<file path="src/rtl/dmi_reg_bridge_pkg.sv">
// Shared DMI types for the DTM-to-debug-module register bridge.
// Contents: DMI op/response encodings, request/response structs, timeout data
// word and a helper sizing the timeout counter.
package dmi_reg_bridge_pkg;

   typedef enum logic [1:0] {
      DTM_NOP   = 2'h0,
      DTM_READ  = 2'h1,
      DTM_WRITE = 2'h2
   } dtm_op_e;

   localparam logic [1:0] DTM_SUCCESS = 2'h0;
   localparam logic [1:0] DTM_ERR     = 2'h2;
   localparam logic [1:0] DTM_BUSY    = 2'h3;

   localparam logic [31:0] DmiTimeoutData = 32'hDEAD_BEEF;

   typedef struct packed {
      logic [6:0]  addr;
      dtm_op_e     op;
      logic [31:0] data;
   } dmi_req_t;

   typedef struct packed {
      logic [31:0] data;
      logic [1:0]  resp;
   } dmi_resp_t;

   // A disabled timeout (0) still gets a 1-bit counter so no zero-width vector appears.
   function automatic int unsigned timeout_cnt_width(input int unsigned cycles);
      return (cycles == 0) ? 1 : $clog2(cycles + 1);
   endfunction

endpackage

</file>
<file path="src/rtl/dmi_reg_bridge.sv">
// Bridges one DMI request at a time onto a simple req/gnt/rvalid register bus
// and returns exactly one DMI response per request, with an access timeout.
// Ports: clk_i/rst_i (async active-high); dmi_req_* (request in, valid/ready);
// dmi_resp_* (response out, valid/ready); reg_* (register bus master side).
module dmi_reg_bridge
   import dmi_reg_bridge_pkg::*;
#(
   parameter int unsigned TimeoutCycles = 256
) (
   input  logic        clk_i,
   input  logic        rst_i,
   input  dmi_req_t    dmi_req_i,
   input  logic        dmi_req_valid_i,
   output logic        dmi_req_ready_o,
   output dmi_resp_t   dmi_resp_o,
   output logic        dmi_resp_valid_o,
   input  logic        dmi_resp_ready_i,
   output logic        reg_req_o,
   output logic        reg_we_o,
   output logic [6:0]  reg_addr_o,
   output logic [31:0] reg_wdata_o,
   input  logic        reg_gnt_i,
   input  logic        reg_rvalid_i,
   input  logic [31:0] reg_rdata_i,
   input  logic        reg_err_i
);

   localparam int unsigned CntW = timeout_cnt_width(TimeoutCycles);
   localparam logic [CntW-1:0] CntLast = CntW'(TimeoutCycles - 1);
   localparam logic [CntW-1:0] CntMax  = '1;

   typedef enum logic [1:0] {
      Idle,
      Issue,
      WaitResp,
      Respond
   } state_e;

   state_e          state;
   logic [CntW-1:0] cnt;
   logic [CntW-1:0] cnt_inc;
   logic [1:0]      req_op;
   logic            req_fire;
   logic            timeout_hit;
   dmi_resp_t       completion;
   dmi_resp_t       abort_resp;

   always_comb begin
      req_op      = dmi_req_i.op;
      req_fire    = dmi_req_valid_i && dmi_req_ready_o;
      timeout_hit = (TimeoutCycles != 0) && (cnt == CntLast);
      // Saturate so a disabled timeout never wraps back into a false match.
      cnt_inc     = (cnt == CntMax) ? cnt : cnt + CntW'(1);
      // Writes return zero data; the slave's rdata is only meaningful for reads.
      completion.data = reg_we_o ? 32'h0 : reg_rdata_i;
      completion.resp = reg_err_i ? DTM_ERR : DTM_SUCCESS;
      abort_resp.data = DmiTimeoutData;
      abort_resp.resp = DTM_ERR;
   end

   always_ff @(posedge clk_i or posedge rst_i) begin
      if (rst_i) begin
         state            <= Idle;
         cnt              <= '0;
         dmi_req_ready_o  <= 1'b0;
         dmi_resp_o       <= '0;
         dmi_resp_valid_o <= 1'b0;
         reg_req_o        <= 1'b0;
         reg_we_o         <= 1'b0;
         reg_addr_o       <= '0;
         reg_wdata_o      <= '0;
      end else begin
         case (state)
            Idle: begin
               // Ready rises one cycle after reset and after every response handshake.
               dmi_req_ready_o <= !req_fire;
               if (req_fire) begin
                  reg_addr_o  <= dmi_req_i.addr;
                  reg_wdata_o <= dmi_req_i.data;
                  reg_we_o    <= (req_op == DTM_WRITE);
                  cnt         <= '0;
                  case (req_op)
                     DTM_READ, DTM_WRITE: begin
                        reg_req_o <= 1'b1;
                        state     <= Issue;
                     end
                     DTM_NOP: begin
                        dmi_resp_o       <= '{data: 32'h0, resp: DTM_SUCCESS};
                        dmi_resp_valid_o <= 1'b1;
                        state            <= Respond;
                     end
                     default: begin
                        dmi_resp_o       <= '{data: 32'h0, resp: DTM_ERR};
                        dmi_resp_valid_o <= 1'b1;
                        state            <= Respond;
                     end
                  endcase
               end
            end
            Issue: begin
               // A grant always wins over a coincident timeout.
               if (reg_gnt_i) begin
                  reg_req_o <= 1'b0;
                  cnt       <= '0;
                  if (reg_rvalid_i) begin
                     dmi_resp_o       <= completion;
                     dmi_resp_valid_o <= 1'b1;
                     state            <= Respond;
                  end else begin
                     state <= WaitResp;
                  end
               end else if (timeout_hit) begin
                  reg_req_o        <= 1'b0;
                  dmi_resp_o       <= abort_resp;
                  dmi_resp_valid_o <= 1'b1;
                  state            <= Respond;
               end else begin
                  cnt <= cnt_inc;
               end
            end
            WaitResp: begin
               if (reg_rvalid_i) begin
                  dmi_resp_o       <= completion;
                  dmi_resp_valid_o <= 1'b1;
                  state            <= Respond;
               end else if (timeout_hit) begin
                  dmi_resp_o       <= abort_resp;
                  dmi_resp_valid_o <= 1'b1;
                  state            <= Respond;
               end else begin
                  cnt <= cnt_inc;
               end
            end
            Respond: begin
               if (dmi_resp_ready_i) begin
                  dmi_resp_valid_o <= 1'b0;
                  dmi_req_ready_o  <= 1'b1;
                  state            <= Idle;
               end
            end
            default: state <= Idle;
         endcase
      end
   end

endmodule

</file>
<file path="config.mk">
export PLATFORM = sky130hd
export DESIGN_NAME = dmi_reg_bridge
export DESIGN_NICKNAME = d
export VERILOG_FILES = /design/src/rtl/dmi_reg_bridge_pkg.sv /design/src/rtl/dmi_reg_bridge.sv
export SDC_FILE = /design/constraint.sdc
export NUM_CORES = 1
export LEC_CHECK = 0
export BUFFER_PORTS_ARGS = -buffer_cell sky130_fd_sc_hd__buf_2
export CAP_MARGIN = 40
export CORE_MARGIN = 1.5
export CORE_UTILIZATION = 28
export CTS_CLUSTER_SIZE = 28
export DETAILED_ROUTE_END_ITERATION = 7
export HOLD_SLACK_MARGIN = 0.08
export PLACE_DENSITY_LB_ADDON = 0.12
export SLEW_MARGIN = 20
export SYNTH_ARGS = -nofsm -noshare
export SYNTH_HDL_FRONTEND = slang
export SYNTH_SLANG_ARGS = --single-unit
export TNS_END_PERCENT = 10
</file>
<file path="constraint.sdc">
create_clock -name clk_i -period 2.96 [get_ports clk_i]
set_clock_uncertainty 0.15 [all_clocks]
set_input_delay 0.592 -clock clk_i [delete_from_list [all_inputs] [get_ports clk_i]]
set_output_delay 0.592 -clock clk_i [all_outputs]
set_load 0.02 [all_outputs]
</file>
==> results of run 1 <==
[cells by family (layout without fill, tap and decap cells)]
logic type / after synthesis / in the layout
flops: 88 / 88
compound gates: 79 / 79
simple gates: 51 / 51
fa+ha+maj: 7 / 7
buf+inv: 31 / 190
mux: 42 / 42
[power by group through the flow]
stage                     clock, mW  combinational, mW  sequential [mW]
after global placement            0               2.65             2.01
after detailed placement          0               2.68             2.01
after floorplan                   0               1.24             2.60
after CTS                      1.13               2.68             2.00
final                          1.08               2.64             2.00
after global routing           1.17               2.85             2.06
[layout make-up]
type / instances / share of cell area, %
multi-input cells: 179 / 29.02
repair buffers: 159 / 16.17
flip-flops and latches: 88 / 43.65
well taps: 176 / 4.365
clock buffers: 12 / 5.084
inverters: 15 / 1.190
clock inverters: 4 / 0.5208
[through the flow]
stage                     util (%)  setup WS [ps]  power [mW]
after floorplan                  -          783.7       3.849
after global placement       35.82          486.5       4.658
after detailed placement     35.82          434.3       4.692
after CTS                    37.94          511.3       5.809
after global routing         37.94          313.2       6.085
final                        37.94          518.2       5.717
[per-layer routing]
layer	vias up	wire length (um)	share of wire, %	GRT usage [%]
met5	-	0	0	0
met4	0	275	2.9	6.696
met3	21	516	5.4	3.755
met2	86	4619	49	21.19
met1	1462	4083	43	16.32
li1	1411	-	-	-
[cell usage after synthesis (2+ instances only)]
library cell	count	area, um^2
a211oi_1	2	15.01
dfrtp_1	88	2202
nand2_1	9	33.78
nor3_1	3	15.01
inv_1	15	56.30
nor2_1	9	33.78
clkbuf_1	5	18.77
a21oi_1	6	30.03
nor3b_1	3	22.52
o21ai_0	19	95.09
a221o_1	22	220.2
a22o_1	8	70.07
buf_1	4	15.01
mux2i_1	2	20.02
ha_1	7	87.58
nand3_1	7	35.03
buf_6	6	67.56
a21o_1	2	15.01
nor2b_1	5	31.28
mux2_2	40	450.4
or3_1	3	18.77
and3_1	3	18.77
o31ai_1	3	22.52
a22oi_1	4	30.03
or4_1	2	15.01
[flip-flops by register name, summed over array words and instances (netlist names)]
signal,flops
cnt,9
dmi_req_ready_o,1
dmi_resp_o,34
dmi_resp_valid_o,1
reg_addr_o,7
reg_req_o,1
reg_wdata_o,32
reg_we_o,1
state,2
[final timing paths]
check | cells past startpoint | slack [ps] | to | startpoint
setup / recovery | 6 | 520 | cnt[5] | state[0]
hold / removal | 2 | 170 | dmi_resp_o[31] | rst_i
setup reg to reg | 6 | 520 | cnt[5] | state[0]
hold reg to reg | 1 | 350 | reg_wdata_o[30] | reg_wdata_o[30]
max in group asynchronous | 3 | 1790 | dmi_resp_o[8] | rst_i
min in group clk_i | 2 | 320 | dmi_resp_o[31] | reg_rdata_i[29]
[critical path, stage by stage, from the launching register on]
cell     delay (ps)
dfrtp_1         420
inv_1            90
ha_1            310
a21bo_1         260
nand3_1         370
or4_1           600
a21oi_1         160
==> flow_metrics.py, run 1 <==
metrics = {
    "die": {
        "fp-row-count": 42,
        "die_w_um": 119.9,
        "die_h_um": 119.9,
        "fp.dieArea_um2": 14370,
        "ios": 157,
        "placeableCoreArea_um2": 13300,
        "start_util_pct": 28.78,
    },
    "timing": {
        "hold_slack_ps": 165.0,
        "worst_pin_slew_ps": 700.8,
        "setup_viol": 0,
        "finalHoldViolations": 0,
        "fin_crit_sh_pct": 82.49,
        "rsz0062_at_grt": "no",
        "fmax_ghz": 0.4095,
        "max-slew-margin-rel_pct": 52.92,
        "period_needed_ps": 2442,
        "fin_setup_tns_ps": 0,
        "slew_viol_final": 0,
    },
    "logic_synthesis": {
        "yosys.area_share.simple_pct": 7.652,
        "yosysSeqAreaShare_pct": 57.55,
        "synth-compound-area-share_pct": 15.89,
        "syn_inst": 298,
        "yosys_warnings": 0,
        "synth_fa_ha_area_share_pct": 2.289,
        "synth_top_family_by_area": "compound AO/OA/AOI/OAI gates",
        "synthMuxAreaShare_pct": 12.30,
        "syn_area_um2": 3826,
        "syn_avg_cell_area_um2": 12.84,
        "synthFlopType": "dfrtp_1",
        "async_flop_share_pct": 100.0,
        "synth.distinct_cells": 46,
        "syn-num-nets": 385,
        "synthXorXnorAreaFrac_pct": 0,
        "synth_edf_count": 0,
        "ys_ff_latch": 88,
    },
    "clock_tree": {
        "cts.repair.resized": 0,
        "cts_tree": "done",
        "ctsLongestPathBuffers": 2,
        "clock_latency_ps": 340,
        "post-cts-setup-buffers": 0,
        "cts_buffers": 9,
        "cts_sinks": 88,
        "cts-root-buf": "clkbuf_16",
        "clk_pin_slew_worst_paths_ps": 60,
        "cts_hold_buf": 0,
        "htreeDepth": 3,
    },
    "placement": {
        "dp_hpwl_mm": 6.737,
        "io_buffers": 156,
        "place_area_um2": 4762,
        "gp_congestion": 0.7896,
        "dp_cells": 617,
    },
    "finish": {
        "nFillCells": 1315,
        "fin_area_um2": 5045,
        "layout_common_cells": "buf_2 (156), dfrtp_1 (88), mux2_2 (40)",
        "layout.area.seq_um2": 2202,
        "final_cells": 633,
        "syn2layout_area_growth_pct": 31.85,
        "layout_commonest_cell": "buf_2",
        "layout-drive-gt1-share_pct": 48.58,
        "num_antenna_cells": 0,
        "nets": 539,
        "multi_input_area_um2": 1464,
    },
    "routing": {
        "ant_nets": 0,
        "drt_iter0_drc": 108,
        "viasPerCell": 4.708,
        "wl_per_cell_um": 15.00,
        "remaining_drc_errors": 0,
        "dr.pass1.iters": 4,
        "routed_wl_mm": 9.494,
        "num_vias": 2980,
    },
    "job": {
        "drv_cap": 0,
    },
    "power_and_ir_drop": {
        "clkPwrFrac_pct": 18.9,
        "combPwrFrac_pct": 46.2,
        "power.internal_mw": 3.380,
        "p_sw_mw": 2.338,
        "switching_share_pct": 40.89,
        "vdd_drop_max_mv": 0.5207,
        "power_density_nw_per_um2": 1133,
        "pwr-share-seq_pct": 34.9,
        "p_leak_nw": 2.533,
    },
    "grt": {
        "grt_start_max_net_pins": 63,
        "grt-ovfl-total": 0,
        "antenna_found_initial": 0,
        "grt_pass1_wl_mm": 14.85,
        "grt_pass1_vias": 2985,
        "grt_use_total_pct": 13.24,
    },
    "worst_hold_path": {
        "hp-class": "primary input to asynchronous set/reset pin",
    },
    "setup_path": {
        "crit_type": "flop to flop",
        "cp.required_ps": 3070,
        "worstPathArrival_ps": 2550,
        "cp_max_fo": 15,
        "critPathCaptureType": "flop",
        "start_kind": "flop",
    },
    "status": {
        "status": "complete, no violations",
    },
}
Power figures use the tool's default switching activity.
==> run 2, diff against run 1 <==
Settings changed: ABC_AREA set to 1.
Clock period 2.96 ns to 2.4 ns, I/O delays scaled along.
==> flow_metrics.py, run 2 <==
metrics = {
    "timing": {
        "fin_setup_tns_ps": 0,
        "fmax_ghz": 0.4938,
        "setup_viol": 0,
        "finalHoldViolations": 0,
        "max-slew-margin-rel_pct": 65.57,
        "worst_pin_slew_ps": 516.4,
        "period_needed_ps": 2025,
        "worst_slack_ps": 374.8,
        "rsz0062_at_grt": "no",
        "slew_viol_final": 0,
        "fin_crit_sh_pct": 84.38,
    },
    "status": {
        "status": "complete, no violations",
    },
    "clock_tree": {
        "cts_sinks": 88,
        "cts-root-buf": "clkbuf_16",
        "clock_latency_ps": 350,
        "post-cts-setup-buffers": 0,
        "htreeDepth": 3,
        "cts_buffers": 9,
        "clk_pin_slew_worst_paths_ps": 70,
        "cts.repair.resized": 0,
        "ctsLongestPathBuffers": 2,
        "cts_hold_buf": 0,
        "cts_tree": "done",
    },
    "grt": {
        "grt_start_max_net_pins": 89,
        "grt_pass1_wl_mm": 20.83,
        "grt_pass1_vias": 4204,
        "grt_use_total_pct": 16.28,
        "grt-ovfl-total": 0,
        "antenna_found_initial": 2,
    },
    "logic_synthesis": {
        "async_flop_share_pct": 100.0,
        "synth.distinct_cells": 24,
        "synth_edf_count": 0,
        "post-synth-top-area-cell": "dfrtp_1",
        "syn_avg_cell_area_um2": 7.766,
        "synth_top_area_share_pct": 51.09,
        "synthFlopType": "dfrtp_1",
        "synth.area.top_cells": "dfrtp_1 (51%), nand2_1 (21%), nand3_1 (7.1%)",
        "syn_inst": 555,
        "yosys_warnings": 0,
        "yosysSeqAreaShare_pct": 51.09,
        "synth.most_common_cell": "nand2_1",
        "ys_ff_latch": 88,
        "syn_area_um2": 4310,
        "synth_top_cells_by_count": "nand2_1 (242), dfrtp_1 (88), nand3_1 (61)",
        "syn-num-nets": 642,
    },
    "placement": {
        "post-place-ws_ps": 230.9,
        "dp_hpwl_mm": 8.570,
        "dp_cells": 883,
        "io_buffers": 156,
        "gp_congestion": 0.8034,
    },
    "finish": {
        "largest_reg_flops": 34,
        "final_cells": 899,
        "nFillCells": 1643,
        "layout_commonest_cell": "nand2_1",
        "num_antenna_cells": 0,
        "multi_input_area_um2": 1777,
        "nets": 793,
        "layout.area.seq_um2": 2202,
        "layout_common_cells": "nand2_1 (242), buf_2 (156), dfrtp_1 (88)",
        "syn2layout_area_growth_pct": 30.60,
        "largest-register": "dmi_resp_o",
        "layout-drive-gt1-share_pct": 27.99,
        "reg_top3": "dmi_resp_o (34), reg_wdata_o (32), cnt (9)",
    },
    "power_and_ir_drop": {
        "p_sw_mw": 3.842,
        "power_density_nw_per_um2": 1445,
        "p_leak_nw": 3.276,
        "pwr-share-seq_pct": 30.9,
        "vdd_drop_max_mv": 0.5501,
        "switching_share_pct": 47.25,
        "clkPwrFrac_pct": 18.3,
        "power.internal_mw": 4.290,
        "power.total_mw": 8.132,
        "combPwrFrac_pct": 50.8,
    },
    "die": {
        "fp.dieArea_um2": 16150,
        "die_h_um": 127.1,
        "ios": 157,
        "start_util_pct": 28.57,
        "placeableCoreArea_um2": 15090,
        "die_w_um": 127.1,
        "fp-row-count": 45,
    },
    "setup_path": {
        "cp.required_ps": 2530,
        "critPathSlowestCell": "dfrtp_1",
        "crit_path_cell_trace": "inv_1 -> ha_1 -> nand2_2 -> nand2_1 -> nor2_4 -> buf_12 -> nand4_1 -> nand3_1",
        "worstPathArrival_ps": 2160,
        "critPathCaptureType": "flop",
        "crit_type": "flop to flop",
        "start_kind": "flop",
        "cpPeakStageDelay_ps": 420,
        "cp_max_fo": 16,
    },
    "routing": {
        "dr.pass1.iters": 4,
        "drt_iter0_drc": 192,
        "viasPerCell": 4.614,
        "routed_wl_mm": 12.42,
        "num_vias": 4148,
        "wl_per_cell_um": 13.82,
        "remaining_drc_errors": 0,
        "ant_nets": 0,
    },
    "worst_hold_path": {
        "hp-class": "primary input to asynchronous set/reset pin",
    },
    "job": {
        "drv_cap": 0,
    },
}
run 2: path summary, 6_finish.rpt:
path                                   endpoint  cells after the start       startpoint  slack [ps]
worst min-delay path             dmi_resp_o[13]                      3            rst_i          90
worst max register to register   dmi_resp_o[18]                      8         state[1]         370
min in group clk_i                reg_addr_o[0]                      3    dmi_req_i[34]         180
worst max-delay path             dmi_resp_o[18]                      8         state[1]         370
max in group asynchronous        dmi_resp_o[27]                      3            rst_i        1580
worst min register to register  reg_wdata_o[31]                      2  reg_wdata_o[31]         320
run 2: worst max-delay path: cells and delay by family, from the launching register on:
family,cells,cell delay [ps]
adders and majority gates,1,300
buffers and inverters,2,290
DFF,1,420
and+or+nand+nor,5,800
run 2: layout make-up:
cell class              count  share of cell area [%]
multi-input cells         390                   31.56
repair buffers            167                   16.23
clock buffers              12                   4.557
clock inverters             4                  0.9113
inverters                  50                   3.445
flip-flops and latches     88                   39.12
well taps                 188                   4.179
run 2: per-stage QoR:
stage | hold WS, ps | util [%] | instance area [um^2]
floorplan | 322.4 | - | 4314
global placement | 300.7 | 35.25 | 5319
detailed placement | 305.0 | 35.25 | 5319
CTS | 143.4 | 37.29 | 5627
global route | 169.6 | 37.31 | 5629
finish | 87.84 | 37.31 | 5629
run 2: power groups by stage:
stage / clock (mW) / sequential, mW / combinational (mW)
finish: 1.49 / 2.51 / 4.13
global route: 1.59 / 2.60 / 4.62
CTS: 1.54 / 2.52 / 4.20
detailed placement: 0 / 2.53 / 4.19
global placement: 0 / 2.52 / 4.14
floorplan: 0 / 3.21 / 2.13
run 2: cells by family (layout without fill, tap and decap cells):
family | count (synthesis) | after routing | share of synthesized area, %
AOI/OAI and AO/OA | 21 | 21 | 2.932
adders and majority gates | 7 | 7 | 2.032
DFF | 88 | 88 | 51.09
buffers and inverters | 77 | 233 | 7.808
and+or+nand+nor | 362 | 362 | 36.14
run 2: metal layers:
metal	wire length, um	vias up	track usage (%)
met1	5722	1953	20.76
li1	-	2054	-
met5	25	-	0
met4	194	4	6.083
met3	822	16	5.360
met2	5659	121	25.80
